--- src/rtl/store_buf_pkg.sv ---
// -----------------------------------------------------------------------------
// store_buf_pkg
// Shared types and constants for the posted store buffer.
//   sb_state_e   : controller state (IDLE / DRAIN / LOAD)
//   sb_payload_t : data-side part of a FIFO entry (store data + size/sign code).
//                  The address half of an entry has a parameterised width, so the
//                  FIFO keeps it in a parallel array next to the payload.
//   SB_DEPTH_MIN / SB_DEPTH_MAX, sb_depth_ok() : legal DEPTH range check.
// Optional feature macro used by the consumers of this package:
//   STORE_BUF_BYPASS_EN
// -----------------------------------------------------------------------------
package store_buf_pkg;

  typedef enum logic [1:0] {
    ST_IDLE  = 2'd0,
    ST_DRAIN = 2'd1,
    ST_LOAD  = 2'd2
  } sb_state_e;

  typedef struct packed {
    logic [31:0] data;
    logic [3:0]  sign_mask;
  } sb_payload_t;

  localparam int SB_DEPTH_MIN = 2;
  localparam int SB_DEPTH_MAX = 16;

  // DEPTH must be a power of two so the pointers wrap by plain overflow.
  function automatic bit sb_depth_ok(input int depth);
    return (depth >= SB_DEPTH_MIN) && (depth <= SB_DEPTH_MAX) &&
           ((depth & (depth - 1)) == 0);
  endfunction

endpackage

--- src/rtl/store_buf_fifo.sv ---
// -----------------------------------------------------------------------------
// store_buf_fifo
// Storage for pending stores: circular buffer with read/write pointers, an
// occupancy count and a per-entry valid vector.
// Ports:
//   clk, rst            clock, asynchronous active-high reset
//   push                enqueue {push_addr, push_payload} (ignored when full)
//   pop                 drop the head entry (ignored when empty)
//   lookup_word         (STORE_BUF_BYPASS_EN only) word address to search for
//   lookup_hit          (STORE_BUF_BYPASS_EN only) a valid entry holds that word
//   head_addr/payload   oldest entry
//   full, empty         registered-count status
// Macro: STORE_BUF_BYPASS_EN builds one word-address comparator per entry;
// without it no comparators exist.
// -----------------------------------------------------------------------------
module store_buf_fifo
  import store_buf_pkg::*;
#(
  parameter int DEPTH  = 4,
  parameter int ADDR_W = 32,
  localparam int PTR_W = $clog2(DEPTH),
  localparam int CNT_W = $clog2(DEPTH + 1)
) (
  input  logic              clk,
  input  logic              rst,
  input  logic              push,
  input  logic [ADDR_W-1:0] push_addr,
  input  sb_payload_t       push_payload,
  input  logic              pop,
`ifdef STORE_BUF_BYPASS_EN
  input  logic [ADDR_W-3:0] lookup_word,
  output logic              lookup_hit,
`endif
  output logic [ADDR_W-1:0] head_addr,
  output sb_payload_t       head_payload,
  output logic              full,
  output logic              empty
);

  logic [ADDR_W-1:0] addr_mem [DEPTH];
  sb_payload_t       pay_mem  [DEPTH];
  logic [DEPTH-1:0]  valid_q;
  logic [DEPTH-1:0]  valid_d;
  logic [PTR_W-1:0]  wr_ptr;
  logic [PTR_W-1:0]  rd_ptr;
  logic [CNT_W-1:0]  count_q;
  logic              do_push;
  logic              do_pop;

  assign full    = (count_q == CNT_W'(DEPTH));
  assign empty   = ~|valid_q;
  assign do_push = push & ~full;
  assign do_pop  = pop & ~empty;

  assign head_addr    = addr_mem[rd_ptr];
  assign head_payload = pay_mem[rd_ptr];

  // Clear before set: a push and pop never target the same slot because
  // push is blocked when full and pop is blocked when empty.
  always_comb begin
    valid_d = valid_q;
    if (do_pop)  valid_d[rd_ptr] = 1'b0;
    if (do_push) valid_d[wr_ptr] = 1'b1;
  end

  always_ff @(posedge clk or posedge rst) begin
    if (rst) begin
      wr_ptr  <= '0;
      rd_ptr  <= '0;
      count_q <= '0;
      valid_q <= '0;
    end else begin
      if (do_push) wr_ptr <= wr_ptr + 1'b1;
      if (do_pop)  rd_ptr <= rd_ptr + 1'b1;
      case ({do_push, do_pop})
        2'b10:   count_q <= count_q + 1'b1;
        2'b01:   count_q <= count_q - 1'b1;
        default: count_q <= count_q;
      endcase
      valid_q <= valid_d;
    end
  end

  // Entry storage carries no reset; the valid vector says what is live.
  always_ff @(posedge clk) begin
    if (do_push) begin
      addr_mem[wr_ptr] <= push_addr;
      pay_mem[wr_ptr]  <= push_payload;
    end
  end

`ifdef STORE_BUF_BYPASS_EN
  logic [DEPTH-1:0] match_vec;

  always_comb begin
    match_vec = '0;
    for (int i = 0; i < DEPTH; i++) begin
      match_vec[i] = valid_q[i] && (addr_mem[i][ADDR_W-1:2] == lookup_word);
    end
  end

  assign lookup_hit = |match_vec;
`endif

endmodule

--- src/rtl/store_buffer.sv ---
// -----------------------------------------------------------------------------
// store_buffer
// Posted store buffer between the CPU MEM stage and the data memory controller.
// Stores are queued and retired in the background; loads are ordered behind
// pending stores.
// Ports:
//   clk, rst                         clock, asynchronous active-high reset
//   addr, write_data, sign_mask      CPU request fields
//   memwrite, memread                CPU store / load request
//   read_data                        load result (valid when cpu_stall drops)
//   cpu_stall                        combinational stall back to the CPU
//   mem_addr, mem_write_data,
//   mem_sign_mask, mem_memwrite,
//   mem_memread                      registered request to data memory
//   mem_read_data, mem_done          response from data memory
// Macro: STORE_BUF_BYPASS_EN lets a load overtake pending stores whose word
// address differs from the load address.
//
// Handshakes: the CPU holds memwrite/memread and its request fields until it
// sees cpu_stall low; the request is consumed in that cycle. Toward memory,
// exactly one of mem_memwrite/mem_memread is held with stable fields until
// mem_done pulses, and drops the following cycle.
// -----------------------------------------------------------------------------
module store_buffer
  import store_buf_pkg::*;
#(
  parameter int DEPTH  = 4,
  parameter int ADDR_W = 32
) (
  input  logic              clk,
  input  logic              rst,
  input  logic [ADDR_W-1:0] addr,
  input  logic [31:0]       write_data,
  input  logic              memwrite,
  input  logic              memread,
  input  logic [3:0]        sign_mask,
  output logic [31:0]       read_data,
  output logic              cpu_stall,
  output logic [ADDR_W-1:0] mem_addr,
  output logic [31:0]       mem_write_data,
  output logic [3:0]        mem_sign_mask,
  output logic              mem_memwrite,
  output logic              mem_memread,
  input  logic [31:0]       mem_read_data,
  input  logic              mem_done
);

  if (!sb_depth_ok(DEPTH)) begin : g_bad_depth
    $error("store_buffer: DEPTH must be a power of two between 2 and 16");
  end

  sb_state_e         state_q;
  sb_state_e         state_d;
  logic              full;
  logic              empty;
  logic              push;
  logic              pop;
  logic              load_ack;
  logic              load_ok;
  logic              issue_load;
  logic              issue_drain;
  logic              load_done;
  logic [ADDR_W-1:0] head_addr;
  sb_payload_t       head_payload;
  sb_payload_t       push_payload;

  assign push_payload = '{data: write_data, sign_mask: sign_mask};

  // full comes from the registered count, so a pop in this cycle does not
  // release a stalled store until the next cycle.
  assign push      = memwrite & ~full;
  assign cpu_stall = (memwrite & full) | (memread & ~load_ack);

`ifdef STORE_BUF_BYPASS_EN
  logic bypass_hit;

  store_buf_fifo #(
    .DEPTH  (DEPTH),
    .ADDR_W (ADDR_W)
  ) u_fifo (
    .clk          (clk),
    .rst          (rst),
    .push         (push),
    .push_addr    (addr),
    .push_payload (push_payload),
    .pop          (pop),
    .lookup_word  (addr[ADDR_W-1:2]),
    .lookup_hit   (bypass_hit),
    .head_addr    (head_addr),
    .head_payload (head_payload),
    .full         (full),
    .empty        (empty)
  );

  // A load may overtake pending stores only if none of them touches its word.
  assign load_ok = memread & ~load_ack & (empty | ~bypass_hit);
`else
  store_buf_fifo #(
    .DEPTH  (DEPTH),
    .ADDR_W (ADDR_W)
  ) u_fifo (
    .clk          (clk),
    .rst          (rst),
    .push         (push),
    .push_addr    (addr),
    .push_payload (push_payload),
    .pop          (pop),
    .head_addr    (head_addr),
    .head_payload (head_payload),
    .full         (full),
    .empty        (empty)
  );

  assign load_ok = memread & ~load_ack & empty;
`endif

  // State register
  always_ff @(posedge clk or posedge rst) begin
    if (rst) state_q <= ST_IDLE;
    else     state_q <= state_d;
  end

  // Next state and per-cycle control strobes. Load wins over drain in IDLE.
  always_comb begin
    state_d     = state_q;
    issue_load  = 1'b0;
    issue_drain = 1'b0;
    pop         = 1'b0;
    load_done   = 1'b0;
    case (state_q)
      ST_IDLE: begin
        if (load_ok) begin
          state_d    = ST_LOAD;
          issue_load = 1'b1;
        end else if (!empty) begin
          state_d     = ST_DRAIN;
          issue_drain = 1'b1;
        end
      end
      ST_DRAIN: begin
        if (mem_done) begin
          pop     = 1'b1;
          state_d = ST_IDLE;
        end
      end
      ST_LOAD: begin
        if (mem_done) begin
          load_done = 1'b1;
          state_d   = ST_IDLE;
        end
      end
      default: state_d = ST_IDLE;
    endcase
  end

  // Registered memory request and load result. Requests are loaded once at
  // issue and held untouched until the completion cycle clears them.
  always_ff @(posedge clk or posedge rst) begin
    if (rst) begin
      mem_addr       <= '0;
      mem_write_data <= '0;
      mem_sign_mask  <= '0;
      mem_memwrite   <= 1'b0;
      mem_memread    <= 1'b0;
      read_data      <= '0;
      load_ack       <= 1'b0;
    end else begin
      load_ack <= load_done;
      if (load_done) read_data <= mem_read_data;

      if (issue_load) begin
        mem_addr       <= addr;
        mem_write_data <= '0;
        mem_sign_mask  <= sign_mask;
        mem_memwrite   <= 1'b0;
        mem_memread    <= 1'b1;
      end else if (issue_drain) begin
        mem_addr       <= head_addr;
        mem_write_data <= head_payload.data;
        mem_sign_mask  <= head_payload.sign_mask;
        mem_memwrite   <= 1'b1;
        mem_memread    <= 1'b0;
      end else if (pop || load_done) begin
        mem_addr       <= '0;
        mem_write_data <= '0;
        mem_sign_mask  <= '0;
        mem_memwrite   <= 1'b0;
        mem_memread    <= 1'b0;
      end
    end
  end

endmodule

--- config.mk ---
export PLATFORM = sky130hd
export DESIGN_NAME = store_buffer
export DESIGN_NICKNAME = d
export VERILOG_FILES = /design/src/rtl/store_buf_pkg.sv /design/src/rtl/store_buf_fifo.sv /design/src/rtl/store_buffer.sv
export SDC_FILE = /design/constraint.sdc
export NUM_CORES = 1
export LEC_CHECK = 0
export ABC_AREA = 1
export CAP_MARGIN = 20
export CELL_PAD_IN_SITES_DETAIL_PLACEMENT = 1
export CELL_PAD_IN_SITES_GLOBAL_PLACEMENT = 1
export CORE_AREA = 5 5 220 169
export DETAILED_ROUTE_END_ITERATION = 8
export DIE_AREA = 0 0 225 174
export GPL_ROUTABILITY_DRIVEN = 0
export PLACE_DENSITY_LB_ADDON = 0.05
export SLEW_MARGIN = 10
export SYNTH_ARGS = -nofsm -noshare
export SYNTH_HDL_FRONTEND = slang
export SYNTH_SLANG_ARGS = --single-unit
--- constraint.sdc ---
create_clock -name clk -period 7.4 [get_ports clk]
set_clock_uncertainty 0.05 [all_clocks]
set_input_delay 1.11 -clock clk [delete_from_list [all_inputs] [get_ports clk]]
set_output_delay 1.11 -clock clk [all_outputs]
set_load 0.03 [all_outputs]
==> summary.txt <==
Job
  – Max-cap viol count: 0

Yosys
  – Main combinational cell family by area after synthesis: simple AND/OR/NAND/NOR gates
  – Cell variety after synth: 25
  – Mux cell area share after synthesis: 0.0006999
  – Seq cells post-synth: 388
  – Synth Area in Adders: 0.01058
  – Post-Syn Area: 0.01609 mm2
  – Syn. warnings: 0
  – Cells after Synth: around 1600
  – Main area contributors after synthesis: edfxtp_1 51%, dfrtp_1 18%, nand2_1 11%, nand3_1 5.6%, inv_1 4.5%
  – Synth Net Count: 1669
  – Synth top area share: 0.5077
  – EDFF count, synth: roughly 270
  – Synth Area per Inst: 10.37 um2
  – Largest area contributor in the netlist: edfxtp_1
  – Post-synthesis xor/xnor area fraction: 0.002177
  – Sequential share of the synthesized area: 0.6881
  – Post-Synth Simple-Gate Area: 0.1925
  – Synth Flop Type: edfxtp_1
  – Ys async rst share: 0.2990
  – Compound-Gate Fraction of Synth Area: 0.03367

Layout
  – Area growth, synth to finish: 22.90%
  – Design area: about 0.020 mm2
  – Sequential cell area: around 0.011 mm2
  – Area of the multi-input gates: 0.003894 mm2
  – Finished Layout Cells: 2228
  – Share of layout cells above drive strength 1: 0.05335
  – Nets: about 1900
  – Layout filler cell count: between 3000 and 4000

Clock tree
  – Clock slew at reported path FFs: 60 ps
  – Postcts setup bufs: 0
  – H-tree depth: 2
  – CTS sink cnt: between 300 and 400
  – Worst-Skew Late Latency: between 500 and 600 ps
  – Post-cts resize count: 0
  – Clock buffer depth: 3
  – CTS buffer count: 39
  – Number of hold buffers added after CTS: 0
  – Root Buffer: clkbuf_16
  – CTS tree: yes

Timing
  – Fmax: 271.4 MHz
  – Final hold vios: 0
  – Setup slack after layout: 3715 ps
  – RSZ-0062 raised after global routing: no
  – Total negative slack: 0 ps
  – Setup violators final: 0
  – Fin. max-slew vios: 0
  – Worst-margin pin slew: between 1000 and 1500 ps
  – Worst rel slew slack: 0.2410
  – Final min period: ~3700 ps
  – Period Utilization, post-route: 0.4980
  – Worst hold margin: approximately 430 ps

Floorplanning
  – Die Y: 174 um
  – Die W: between 200 and 250 um
  – Initial core utilization: 0.4589
  – Row cnt: 60
  – Core area: 0.03506 mm2
  – Die area: between 0.03 and 0.04 mm2
  – # IOs: roughly 210

Global routing
  – GRT Total Usage: 0.2205
  – Initial antenna violation count: 1
  – Grt ovf: 0
  – Vias in the first global route: about 12000
  – Largest net degree at the start of global routing: 100
  – First-pass GRT wire length: 68780 um

Setup path
  – Setup slack, reg-to-reg: around 4400 ps
  – CP Class: input pin to output pin
  – CP endpoint: cpu_stall
  – CP required: between 6000 and 7000 ps
  – Max Fanout on Critical Path: 4
  – Slowest CP cell: clkdlybuf4s50_1
  – Worst EP arrival: approximately 2500 ps
  – Crit path capture type: output pin
  – Worst R2R Path Depth: 6
  – Crit-path cells: clkdlybuf4s50_1 > nand2_1 > nand2_1 > clkdlybuf4s50_1
  – FF-to-FF End: mem_write_data[2]
  – Setup crit start: memread
  – Worst R2R Start: u_fifo.rd_ptr[0]
  – Critical path's largest stage delay: about 700 ps
  – Crit start category: input pin

Hold path
  – Worst hold path type: flop to flop
  – Hold Crit Depth: 2

Route
  – Routed len/inst: between 15 and 20 um
  – Antenna Nets Post-Route: 0
  – DRT Wirelength: between 40000 and 50000 um
  – Vias per inst: about 5.1
  – Initial drt markers: roughly 700
  – First-pass DRT Iterations: 5
  – DRC: 0
  – Via count: about 11000

Place
  – Number of placed instances, taps included: 2156
  – Worst slack, placed: ~3300 ps
  – Total placed instance area: around 0.018 mm2
  – Dpl hpwl: approximately 25000 um
  – PortBufs: slightly above 200

Pwr
  – VDD IR max: approximately 0.26 mV
  – Leak Pwr: roughly 8.6 nW
  – PwrDens: approximately 430 mW/mm2

Status
  – Status: complete, no violations
[state kept, by name (all words and copies together) (netlist names)]
name / cells
mem_write_data: 32
u_fifo.wr_ptr: 2
mem_sign_mask: 4
u_fifo.addr_mem: 128
load_ack: 1
u_fifo.rd_ptr: 2
u_fifo.valid_q: 4
mem_addr: 32
mem_memread: 1
mem_memwrite: 1
u_fifo.pay_mem: 144
u_fifo.count_q: 3
read_data: 32
state_q: 2
[worst max-delay path, delay by kind of cell]
kind	cells	cell delay, ps
buffers and inverters	2	1140
and+or+nand+nor	2	280
[worst min-delay path by stage]
stage,slack (ps),end,start
finish,430,read_data[18],read_data[18]
global route,450,read_data[18],read_data[18]
CTS,430,read_data[18],read_data[18]
detailed placement,420,read_data[18],read_data[18]
global placement,410,read_data[7],read_data[7]
floorplan,400,u_fifo.valid_q[0],u_fifo.valid_q[0]
[where the power goes]
| part | switching [W] | total [W] | internal (W) | leakage [nW] |
|---|---|---|---|---|
| combinational | 0.00218 | 0.00320 | 0.00102 | 4.00 |
| sequential | 0.000290 | 0.00324 | 0.00295 | 3.96 |
| clock | 0.000834 | 0.00200 | 0.00117 | 0.640 |
[layout by cell type, fill, tap and decap left out, types with 2 or more instances in the layout]
| master | n |
|---|---|
| a21oi_1 | 2 |
| buf_4 | 13 |
| bufinv_16 | 2 |
| clkbuf_1 | 5 |
| clkbuf_16 | 43 |
| clkbuf_8 | 4 |
| clkdlybuf4s50_1 | 207 |
| clkinv_1 | 5 |
| clkinv_2 | 9 |
| clkinvlp_4 | 2 |
| dfrtp_1 | 114 |
| edfxtp_1 | 272 |
| ha_1 | 11 |
| inv_1 | 191 |
| inv_2 | 4 |
| inv_4 | 2 |
| nand2_1 | 473 |
| nand2_2 | 2 |
| nand3_1 | 179 |
| nor2_1 | 100 |
| nor2_4 | 6 |
| o21ai_0 | 68 |
| o21ai_1 | 35 |
| xnor2_1 | 2 |
| xor2_1 | 2 |
[metrics by stage]
step,power [W],utilization
global placement,0.006384,0.5269
global route,0.008992,0.5640
finish,0.008438,0.5640
detailed placement,0.006510,0.5269
floorplan,0.005306,-
CTS,0.008550,0.5640
[kinds of logic after synthesis]
logic type / Yosys count
and+or+nand+nor: 761
buffers and inverters: 278
AOI/OAI and AO/OA: 106
muxes: 1
adders and majority gates: 13
DFF: 388
xor gates and xnor gates: 4
[Yosys cell counts (2+ instances only)]
master / number
dfrtp_1: 116
edfxtp_1: 272
o21ai_1: 35
nor2_1: 104
xnor2_1: 2
ha_1: 12
buf_6: 5
buf_2: 44
nand2_2: 2
inv_2: 6
o21ai_0: 68
inv_1: 192
a21oi_1: 2
nand2_1: 473
xor2_1: 2
buf_1: 4
buf_4: 7
nand3_1: 179
clkbuf_1: 20
[routing by layer]
| metal | GRT usage | vias to the layer above | share of wire |
|---|---|---|---|
| met5 | 0 | - | 0 |
| met4 | 0.03830 | 0 | 0.011 |
| met3 | 0.03562 | 33 | 0.042 |
| met2 | 0.3810 | 217 | 0.50 |
| met1 | 0.3005 | 5744 | 0.45 |
| li1 | - | 5356 | - |
[area by class of cell]
class,instances,area share
clock buffers,52,0.05815
multi-input cells,885,0.1969
clock inverters,19,0.007466
diodes,1,0.0001266
repair buffers,220,0.1097
flip-flops and latches,388,0.5601
inverters,198,0.03809
well taps,465,0.02942
Power figures use the tool's default switching activity.
